## src/rtl/multi_word_add_sequencer.sv

```systemverilog
// Multi-word add/subtract sequencer.
// Computes a W = N*K bit A+B or A-B by reusing one N-bit ripple-carry adder
// over K cycles, least-significant word first, chaining the carry through a
// register between word cycles.
//
// Ports:
//   clk        clock, all state updates on the rising edge
//   rst_n      synchronous active-low reset
//   in_valid   request valid            in_ready   request can be accepted
//   in_a/in_b  W-bit operands           in_sub     0 = A+B, 1 = A-B
//   out_valid  result valid             out_ready  consumer accepts result
//   out_sum    W-bit result (mod 2^W)   out_co     carry out (sub: 1 = no borrow)
//   out_ovf    signed overflow          busy       operation in RUN or DONE
module multi_word_add_sequencer #(
  parameter int unsigned N = 32,
  parameter int unsigned K = 4
) (
  input  logic             clk,
  input  logic             rst_n,
  input  logic             in_valid,
  output logic             in_ready,
  input  logic [N*K-1:0]   in_a,
  input  logic [N*K-1:0]   in_b,
  input  logic             in_sub,
  output logic             out_valid,
  input  logic             out_ready,
  output logic [N*K-1:0]   out_sum,
  output logic             out_co,
  output logic             out_ovf,
  output logic             busy
);

  localparam int unsigned W  = N * K;
  // Counter is at least one bit wide so K=1 still has a legal register.
  localparam int unsigned CW = (K > 1) ? $clog2(K) : 1;

  localparam logic [1:0] StIdle = 2'd0;
  localparam logic [1:0] StRun  = 2'd1;
  localparam logic [1:0] StDone = 2'd2;

  logic [1:0]    state_q, state_d;
  logic [CW-1:0] cnt_q, cnt_d;
  logic          carry_q, carry_d;
  logic [W-1:0]  a_q, a_d;
  logic [W-1:0]  b_q, b_d;
  logic [W-1:0]  sum_q, sum_d;
  logic          co_q, co_d;
  logic          ovf_q, ovf_d;

  logic [N-1:0]  a_word, b_word, c_word;
  logic          adder_co;
  logic          chain;

  // Word select plus the shared N-bit ripple-carry adder.
  always_comb begin
    a_word = '0;
    b_word = '0;
    c_word = '0;
    chain  = carry_q;
    for (int k = 0; k < K; k++) begin
      if (cnt_q == CW'(k)) begin
        a_word = a_q[k*N +: N];
        b_word = b_q[k*N +: N];
      end
    end
    for (int i = 0; i < N; i++) begin
      c_word[i] = a_word[i] ^ b_word[i] ^ chain;
      chain     = (a_word[i] & b_word[i]) | (chain & (a_word[i] ^ b_word[i]));
    end
    adder_co = chain;
  end

  always_comb begin
    state_d = state_q;
    cnt_d   = cnt_q;
    carry_d = carry_q;
    a_d     = a_q;
    b_d     = b_q;
    sum_d   = sum_q;
    co_d    = co_q;
    ovf_d   = ovf_q;
    unique case (state_q)
      StIdle: begin
        if (in_valid) begin
          a_d     = in_a;
          // Subtraction is A + ~B + 1: invert B here, the +1 enters as carry-in.
          b_d     = in_sub ? ~in_b : in_b;
          carry_d = in_sub;
          cnt_d   = '0;
          state_d = StRun;
        end
      end
      StRun: begin
        for (int k = 0; k < K; k++) begin
          if (cnt_q == CW'(k)) sum_d[k*N +: N] = c_word;
        end
        carry_d = adder_co;
        cnt_d   = cnt_q + CW'(1);
        if (cnt_q == CW'(K - 1)) begin
          cnt_d   = '0;
          state_d = StDone;
          co_d    = adder_co;
          // Overflow uses the post-inversion B and the just-completed top word.
          ovf_d   = (a_q[W-1] == b_q[W-1]) & (sum_d[W-1] != a_q[W-1]);
        end
      end
      StDone: begin
        if (out_ready) state_d = StIdle;
      end
      default: state_d = StIdle;
    endcase
  end

  always_ff @(posedge clk) begin
    if (!rst_n) begin
      state_q <= StIdle;
      cnt_q   <= '0;
      carry_q <= 1'b0;
      a_q     <= '0;
      b_q     <= '0;
      sum_q   <= '0;
      co_q    <= 1'b0;
      ovf_q   <= 1'b0;
    end else begin
      state_q <= state_d;
      cnt_q   <= cnt_d;
      carry_q <= carry_d;
      a_q     <= a_d;
      b_q     <= b_d;
      sum_q   <= sum_d;
      co_q    <= co_d;
      ovf_q   <= ovf_d;
    end
  end

  assign in_ready  = (state_q == StIdle);
  assign out_valid = (state_q == StDone);
  assign busy      = (state_q != StIdle);
  assign out_sum   = sum_q;
  assign out_co    = co_q;
  assign out_ovf   = ovf_q;

endmodule

```

## config.mk

```make
export PLATFORM = sky130hd
export DESIGN_NAME = multi_word_add_sequencer
export DESIGN_NICKNAME = d
export VERILOG_FILES = /design/src/rtl/multi_word_add_sequencer.sv
export SDC_FILE = /design/constraint.sdc
export NUM_CORES = 1
export LEC_CHECK = 0
export CAP_MARGIN = 10
export CORE_MARGIN = 2
export CORE_UTILIZATION = 55
export CTS_CLUSTER_SIZE = 24
export DETAILED_ROUTE_END_ITERATION = 8
export GPL_TIMING_DRIVEN = 0
export PLACE_DENSITY = 0.95
export SYNTH_ARGS = -nofsm -noshare
export SYNTH_HDL_FRONTEND = slang
export SYNTH_SLANG_ARGS = --single-unit
```

## constraint.sdc

```tcl
create_clock -name clk -period 28.1 [get_ports clk]
set_clock_uncertainty 0.1 [all_clocks]
set_input_delay 5.62 -clock clk [delete_from_list [all_inputs] [get_ports clk]]
set_output_delay 5.62 -clock clk [all_outputs]
set_load 0.005 [all_outputs]
```

== Word-level counts from Yosys, hierarchy flattened ==
Cells that the tools add are included.
W data, S select, Z words.

* Register bits: 391
* Input port bits: 261
* Word-level logic and storage cells: 217

* Add/sub/neg operators: 1
* Eq/ne operators: 10
* Muxes and demuxes: 20
* Bitwise logic cells: 162
* Reductions and logical operators: 12

{| class="wikitable"
|+ Operator list
! kind !! count
|-
| $mux W32 || 10
|-
| $mux W128 || 1
|-
| $not A128 Y128 || 1
|-
| $and A1 B1 Y1 || 65
|-
| $xor A1 B1 Y1 || 64
|-
| $or A1 B1 Y1 || 32
|-
| $reduce_and A2 Y1 || 7
|-
| $mux W2 || 5
|-
| $eq A2 B2 Y1 const B || 3
|-
| $pmux W2 S3 || 1
|-
| $eq A2 B1 Y1 const B || 2
|-
| $logic_not A2 Y1 || 2
|-
| $ne A2 B2 Y1 const B || 2
|-
| $pmux W2 S2 || 1
|-
| $reduce_bool A2 Y1 || 2
|-
| $reduce_and A3 Y1 || 1
|-
| $add A2 B1 Y2 const B || 1
|-
| $ne A2 B1 Y1 const B || 1
|-
| $pmux W1 S2 || 1
|-
| $eq A1 B1 Y1 || 1
|-
| $mux W1 || 1
|-
| $ne A1 B1 Y1 || 1
|}

== Logic depth before layout (Yosys ltp) ==
Gate-level depths: netlist (run 1).

* Depth after elaboration: 73
* Gate-level depth with buffers: 44
* Depth with buffers taken out: 42

== Worst setup path after synthesis (run 1) ==
OpenSTA, ideal clock, no wires.

* Kind: flip-flop to flip-flop
* Start: register cnt_q[0]
* End: register ovf_q, in the netlist out_ovf
* Data arrival time: 16444 ps
* Data required time: 27926 ps
* Slack: 11482 ps
* Cell stages (with the launch flop): 44
* Path buffers: 2
* Clock period less this slack: 16618 ps
* Path through: dfxtp_1 -> inv_1 -> ha_1 -> nor2b_1 -> buf_2 -> buf_2 -> a221oi_1 -> o31ai_1 -> fa_1 -> fa_1 -> fa_1 -> fa_1 -> fa_1 -> fa_1 -> fa_1 -> fa_1 -> fa_1 -> fa_1 -> (+8 left out) -> fa_1 -> fa_1 -> fa_1 -> fa_1 -> fa_1 -> fa_1 -> fa_1 -> fa_1 -> fa_1 -> fa_1 -> fa_1 -> inv_1 -> fa_1 -> inv_1 -> fa_1 -> fa_1 -> or3b_2 -> a31oi_1

* Word-level cells in the longest chain between the ends: 73
* Elaborated cells on any way between the ends: 143
* Classes of those cells: eq/ne (4); mux (10); bitwise (127); reduce/logical (2)

{| class="wikitable"
|+ RTL lines
! item !! line !! text
|-
| start: declaration || 42 || <nowiki>logic [CW-1:0] cnt_q, cnt_d;</nowiki>
|-
| start signal: assignment || 126 || <nowiki>cnt_q <= cnt_d;</nowiki>
|-
| $logic_not A2 Y1 || 61 || <nowiki>if (cnt_q == CW'(k)) begin</nowiki>
|-
| $mux W32 (4 in series) || 61 ||
|-
| $xor A1 B1 Y1 || 68 || <nowiki>chain = (a_word[i] & b_word[i]) | (chain & (a_word[i] ^ b_word[i]));</nowiki>
|-
| $and A1 B1 Y1 || 68 ||
|-
| $or A1 B1 Y1 || 68 ||
|-
| $and A1 B1 Y1 || 68 ||
|-
| $or A1 B1 Y1 || 68 ||
|-
| $and A1 B1 Y1 || 68 ||
|-
| (+55 left out) || n/a ||
|-
| $and A1 B1 Y1 || 68 ||
|-
| $or A1 B1 Y1 || 68 ||
|-
| $xor A1 B1 Y1 * || 67 || <nowiki>c_word[i] = a_word[i] ^ b_word[i] ^ chain;</nowiki>
|-
| net c_word[31] || 50 || <nowiki>logic [N-1:0] a_word, b_word, c_word;</nowiki>
|-
| $mux W32 * || 95 || <nowiki>if (cnt_q == CW'(k)) sum_d[k*N +: N] = c_word;</nowiki>
|-
| $mux W32 * || 82 || <nowiki>unique case (state_q)</nowiki>
|-
| $ne A1 B1 Y1 * || 104 || <nowiki>ovf_d = (a_q[W-1] == b_q[W-1]) & (sum_d[W-1] != a_q[W-1]);</nowiki>
|-
| $and A1 B1 Y1 * || 104 ||
|-
| end signal: assignment || 132 || <nowiki>ovf_q <= ovf_d;</nowiki>
|-
| end: declaration || 48 || <nowiki>logic ovf_q, ovf_d;</nowiki>
|}

The timed path passes the listed nets; every way through them passes the cells marked *. The select of a mux whose other input is x is not followed.
A chain may end at the register's enable or synchronous reset.

== Worst setup path after layout (run 1) ==
Ends and elaborated chain as after synthesis.

==> results of run 1 <==
-- synthesized netlist by cell type (62+ instances only) --
master      n
xnor2_1   128
o31ai_1    62
o211a_1   132
buf_2      84
nor2b_1    66
clkbuf_1   72
a21boi_1  116
nand2_1   701
a21boi_0  137
dfxtp_1   391
a221oi_1   62
-- layout make-up --
class / instances / share of cell area [%]
multi-input cells: 1474 / 39.1
plain buffers: 188 / 3.90
flip-flops and latches: 391 / 32.8
inverters: 9 / 0.142
diodes: 1 / 0.0105
well taps: 442 / 2.32
clock inverters: 9 / 0.425
clock buffers: 58 / 4.86
repair buffers: 391 / 16.4
-- path summary, 6_finish.rpt --
check,end,cells after the start,slack [ps],start
worst min-delay path,a_q[98],2,350,a_q[98]
worst max-delay path,out_ovf,43,10310,cnt_q[0]
worst min register to register,a_q[98],2,350,a_q[98]
worst max register to register,out_ovf,43,10310,cnt_q[0]
-- kinds of logic after synthesis --
group,count (synthesis)
AND/OR/NAND/NOR,787
flip-flops,391
AO/OA/AOI/OAI,522
multiplexers,1
buffers and inverters,197
XOR/XNOR,128
adder cells (fa/ha/maj),36
-- per-stage QoR --
step / power [W] / cell area (um^2) / setup slack [ps] / std cells
2_1_floorplan: 0.000744 / 18100 / 11480 / 2062
4_1_cts: 0.00137 / 23900 / 10330 / 2962
3_5_place_dp: 0.000862 / 22600 / 10350 / 2895
6_report: 0.00138 / 23900 / 10310 / 2963
3_3_place_gp: 0.000855 / 22600 / 10530 / 2895
5_1_grt: 0.00141 / 23900 / 9730 / 2962
-- worst register-to-register path, delay by kind of cell (launching register included) --
| kind | cells | cell delay [ps] |
|---|---|---|
| flip-flops | 1 | 410 |
| adder cells (fa/ha/maj) | 33 | 15090 |
| buffers and inverters | 5 | 660 |
| AO/OA/AOI/OAI | 3 | 820 |
| AND/OR/NAND/NOR | 2 | 630 |
-- sequential cells by signal (all words and copies together) (netlist names) --
register,count
out_sum,128
b_q,128
out_co,1
state_q,2
out_ovf,1
a_q,128
carry_q,1
cnt_q,2
-- metal layers --
layer | vias up | share of wire [%]
met5 | - | 0.025
met4 | 2 | 5.4
met3 | 210 | 11
met2 | 1069 | 47
met1 | 8251 | 37
li1 | 7796 | -
-- power breakdown --
part	switching, W	internal [W]	leakage [nW]
registers	0.0000202	0.000587	3.20
clock network	0.000220	0.000304	0.619
logic	0.000137	0.000115	6.05
total	0.000378	0.00101	9.87
==> results.sh, run 1 <==
export IMPL_status="complete, no violations"
export IMPL_synth_compound_area_share_pct=23.8
export IMPL_dp_hpwl_um=50000
export IMPL_end_kind="register"
export IMPL_cts_setup_buffers=0
export IMPL_tritoncts="done"
export IMPL_multiInputGateArea_mm2=0.00934
export IMPL_syn_to_final_growth_pct=31.6
export IMPL_ys_ff_latch=391
export IMPL_layout_drive_gt1_share_pct=6.98
export IMPL_whs_ps=354
export IMPL_route_detailed_drc=0
export IMPL_synthCells=2062
export IMPL_io_pins=394
export IMPL_grt_pass1_wl_um=93200
export IMPL_p_leak_nw=9.87
export IMPL_grt_max_degree=15
export IMPL_powerDensity_mw_per_mm2=58.0
export IMPL_finalWirelength_um=63800
export IMPL_fin_util_pct=73.3
export IMPL_finalSetupViolCount=0
export IMPL_fp_dieArea_mm2=0.0344
export IMPL_yosys_most_used_dff="dfxtp_1"
export IMPL_clkSinkCount=391
export IMPL_root_buffer="clkbuf_16"
export IMPL_numPortBuffers=391
export IMPL_crit_arrival_ps=18140
export IMPL_place_gp_congestion=0.976
export IMPL_use_met2_pct=60.0
export IMPL_vias=17300
export IMPL_syn_nets=2359
export IMPL_initial_utilization_pct=55.7
export IMPL_yosys_top_cells_area="dfxtp_1 43%, nand2_1 15%, o211a_1 7.3%, xnor2_1 6.2%, a21boi_0 5.7%"
export IMPL_final_nets=2791
export IMPL_drtAntennaViolNets=0
export IMPL_yosys_area_share_simple_pct=17.6
export IMPL_clk_latency_ps=540
export IMPL_numCtsBuffers=39
export IMPL_synth_xor_area_share_pct=6.18
export IMPL_synth_async_reset_ratio_pct=0
export IMPL_synthAdderAreaFrac_pct=3.81
export IMPL_rows=66
export IMPL_ir_drop_mv=0.0429
export IMPL_max_clock_freq_ghz=0.0562
export IMPL_crit_slowest_cell="fa_1"
export IMPL_die_y_um=186
export IMPL_grtUsageMet3_pct=6.32
export IMPL_synth_top_area_share_pct=43.2
export IMPL_slew_violations=0
export IMPL_crit_type="reg2reg"
export IMPL_muxShareOfSynthArea_pct=0.0552
export IMPL_syn_mean_instance_area_um2=8.79
export IMPL_die_x_um=186
export IMPL_layout_commonest_cell="nand2_1"
export IMPL_cts_buffer_depth=3
export IMPL_worstPathRequired_ps=28450
export IMPL_critPathMaxFanout=10
export IMPL_synth_seq_area_share_pct=43.2
export IMPL_setup_tns_ps=0
export IMPL_postCtsHoldBufs=0
export IMPL_final_cell_mix="701 x nand2_1, 391 x dfxtp_1, 391 x clkdlybuf4s50_1"
export IMPL_path_clk_slew_ps=70
export IMPL_cpPeakStageDelay_ps=700
export IMPL_fillers=2330
export IMPL_wl_per_cell_um=21.5
export IMPL_critPathLaunchType="register"
export IMPL_via_per_inst=5.85
export IMPL_synth_edf_count=0
export IMPL_worst_path_buf_inv=5
export IMPL_cap_violations=0
export IMPL_grt_pass1_vias=16700
export IMPL_busiest_layer="met2"
export IMPL_yosysUniqueCellTypes=34
export IMPL_cts_resized=0
export IMPL_grt_use_met1_pct=44.3
export IMPL_antenna_found_initial=1
export IMPL_cp_top_family="adder cells"
export IMPL_rsz0062_at_grt="no"
export IMPL_final_hold_violation_count=0
export IMPL_core_mm2=0.0325
export IMPL_synth_top_area_cell="dfxtp_1"
export IMPL_grt_overflow=0
export IMPL_relSlewSlack_pct=43.6
export IMPL_first_iter_violations=1834
export IMPL_cts_htree_levels=2
export IMPL_worst_pin_slew_ps=846
export IMPL_syn_area_mm2=0.0181
export IMPL_regArea_mm2=0.00783
export IMPL_synth_top_family_by_area="compound AO/OA/AOI/OAI gates"
export IMPL_hp_class="reg2reg"
export IMPL_min_period_ps=17790
export IMPL_fin_crit_sh_pct=63.3
export IMPL_yosys_warnings=0
export IMPL_first_pass_iters=8
export IMPL_grt_use_total_pct=35.9
export IMPL_path_common_cell="fa_1"
(Power assumes the default switching activity.)
==> run 2, diff against run 1 <==
--- a/config.mk
+++ b/config.mk
@@ -7,11 +7,11 @@
 export LEC_CHECK = 0
 export CAP_MARGIN = 10
 export CORE_MARGIN = 2
-export CORE_UTILIZATION = 55
+export CORE_UTILIZATION = 46
 export CTS_CLUSTER_SIZE = 24
 export DETAILED_ROUTE_END_ITERATION = 8
 export GPL_TIMING_DRIVEN = 0
-export PLACE_DENSITY = 0.95
+export PLACE_DENSITY = 0.86
 export SYNTH_ARGS = -nofsm -noshare
 export SYNTH_HDL_FRONTEND = slang
 export SYNTH_SLANG_ARGS = --single-unit
==> constraint.sdc (replaced) <==
create_clock -name clk -period 14.55 [get_ports clk]
set_clock_uncertainty 0.1 [all_clocks]
set_input_delay 2.91 -clock clk [delete_from_list [all_inputs] [get_ports clk]]
set_output_delay 2.91 -clock clk [all_outputs]
set_load 0.005 [all_outputs]
==> results.sh, run 2 (synthesis results as in run 1) <==
export IMPL_finalWirelength_um=65200
export IMPL_vias=16900
export IMPL_rows=72
export IMPL_cts_htree_levels=2
export IMPL_wl_per_cell_um=21.4
export IMPL_numCtsBuffers=40
export IMPL_dp_cells=2971
export IMPL_hp_class="reg2reg"
export IMPL_root_buffer="clkbuf_16"
export IMPL_cap_violations=0
export IMPL_dp_slack_ps=-1020
export IMPL_p_leak_nw=10.0
export IMPL_via_per_inst=5.54
export IMPL_layout_commonest_cell="nand2_1"
export IMPL_core_mm2=0.0387
export IMPL_tritoncts="done"
export IMPL_final_cell_mix="701 x nand2_1, 391 x clkdlybuf4s50_1, 389 x dfxtp_1"
export IMPL_final_cells=3051
export IMPL_die_y_um=203
export IMPL_cpPeakStageDelay_ps=590
export IMPL_antenna_found_initial=2
export IMPL_ir_drop_mv=0.0958
export IMPL_finalSetupViolCount=0
export IMPL_syn_to_final_growth_pct=34.8
export IMPL_relSlewSlack_pct=41.6
export IMPL_rsz0062_at_grt="yes"
export IMPL_setup_slack_ps=128
export IMPL_route_detailed_drc=0
export IMPL_cts_buffer_depth=3
export IMPL_layout_drive_gt1_share_pct=9.83
export IMPL_grt_use_total_pct=30.6
export IMPL_initial_utilization_pct=46.8
export IMPL_fillers=3249
export IMPL_clkSinkCount=391
export IMPL_critPathMaxFanout=8
export IMPL_die_x_um=203
export IMPL_grt_overflow=0
export IMPL_hold_start="a_q[111]"
export IMPL_finalPower_w=0.00276
export IMPL_critPathLaunchType="register"
export IMPL_fp_dieArea_mm2=0.0410
export IMPL_path_clk_slew_ps=60
export IMPL_end_kind="register"
export IMPL_drtAntennaViolNets=0
export IMPL_dp_hpwl_um=51700
export IMPL_setup_tns_ps=0
export IMPL_crit_type="reg2reg"
export IMPL_min_period_ps=14420
export IMPL_multiInputGateArea_mm2=0.00953
export IMPL_cp_startpoint="cnt_q[0]"
export IMPL_crit_arrival_ps=14780
export IMPL_slew_violations=0
export IMPL_worstPathRequired_ps=14900
export IMPL_status="complete, no violations"
export IMPL_final_hold_violation_count=0
export IMPL_grt_max_degree=20
export IMPL_powerDensity_mw_per_mm2=113
export IMPL_worst_pin_slew_ps=877
export IMPL_first_iter_violations=1540
export IMPL_fin_crit_sh_pct=99.1
export IMPL_regArea_mm2=0.00784
export IMPL_reg2reg_from="cnt_q[0]"
export IMPL_place_gp_congestion=0.941
export IMPL_max_clock_freq_ghz=0.0693
export IMPL_clk_latency_ps=550
export IMPL_numPortBuffers=391
export IMPL_path_common_cell="fa_2"
export IMPL_grt_pass1_vias=16600
export IMPL_grt_pass1_wl_um=96200
export IMPL_antennaDiodeCount=0
export IMPL_final_nets=2803
export IMPL_io_pins=394
export IMPL_crit_slowest_cell="fa_2"
export IMPL_first_pass_iters=8
export IMPL_whs_ps=356
[run 2: cell types whose count changed in the layout (fill, tap and decap cells not counted), moves of 4 or more]
cell / change
buf_4: +11
buf_6: +4
clkbuf_1: -12
fa_1: -32
fa_2: +32
inv_1: -4
[run 2: final timing paths]
check              to  slack [ps]  cells after the start
min          a_q[111]         360                      2
max reg2reg   out_ovf         130                     42
min reg2reg  a_q[111]         360                      2
max           out_ovf         130                     42
[run 2: what timing repair did]
action | CTS | global route
endpoints found under the setup margin | 11 | 5
pin swaps | 25 | 4
gates resized for setup | 45 | 22
hold buffers | 0 | 0
hold endpoints to repair | 0 | 0
buffers inserted | 2 | 11
[run 2: layer usage]
metal,GRT usage (%),vias up,share of wire (%)
met5,0,-,0.015
met4,13.1,2,4.5
met3,4.94,152,7.9
met2,50.0,782,46
met1,40.3,8118,42
li1,-,7837,-
[run 2: stage by stage]
step / area [um^2] / util [%]
floorplan: 18200 / -
global placement: 22800 / 58.8
detailed placement: 22800 / 58.8
CTS: 24300 / 62.7
global route: 24400 / 63.1
finish: 24400 / 63.1
[run 2: critical path: cells and delay by family (launching register included)]
| family | cells | cell delay [ps] |
|---|---|---|
| DFF | 1 | 380 |
| and+or+nand+nor | 2 | 540 |
| buffers and inverters | 4 | 390 |
| adders and majority gates | 33 | 12310 |
| AOI/OAI and AO/OA | 3 | 600 |
[run 2: final cells by class]
cell class | instances | area share (%)
tap | 518 | 2.65
timing repair buffer | 404 | 16.4
inverter | 9 | 0.154
multi-input combinational | 1474 | 39.0
sequential | 391 | 32.1
clock inverter | 11 | 0.691
clock buffer | 58 | 4.83
buffer | 186 | 4.16
[run 2: where the power goes]
| part | leakage (nW) | total, W | switching, W | internal [W] |
|---|---|---|---|---|
| clock | 0.667 | 0.00107 | 0.000437 | 0.000635 |
| combinational | 6.13 | 0.000515 | 0.000273 | 0.000242 |
| sequential | 3.20 | 0.00117 | 0.0000391 | 0.00113 |
| total | 10.0 | 0.00276 | 0.000749 | 0.00201 |
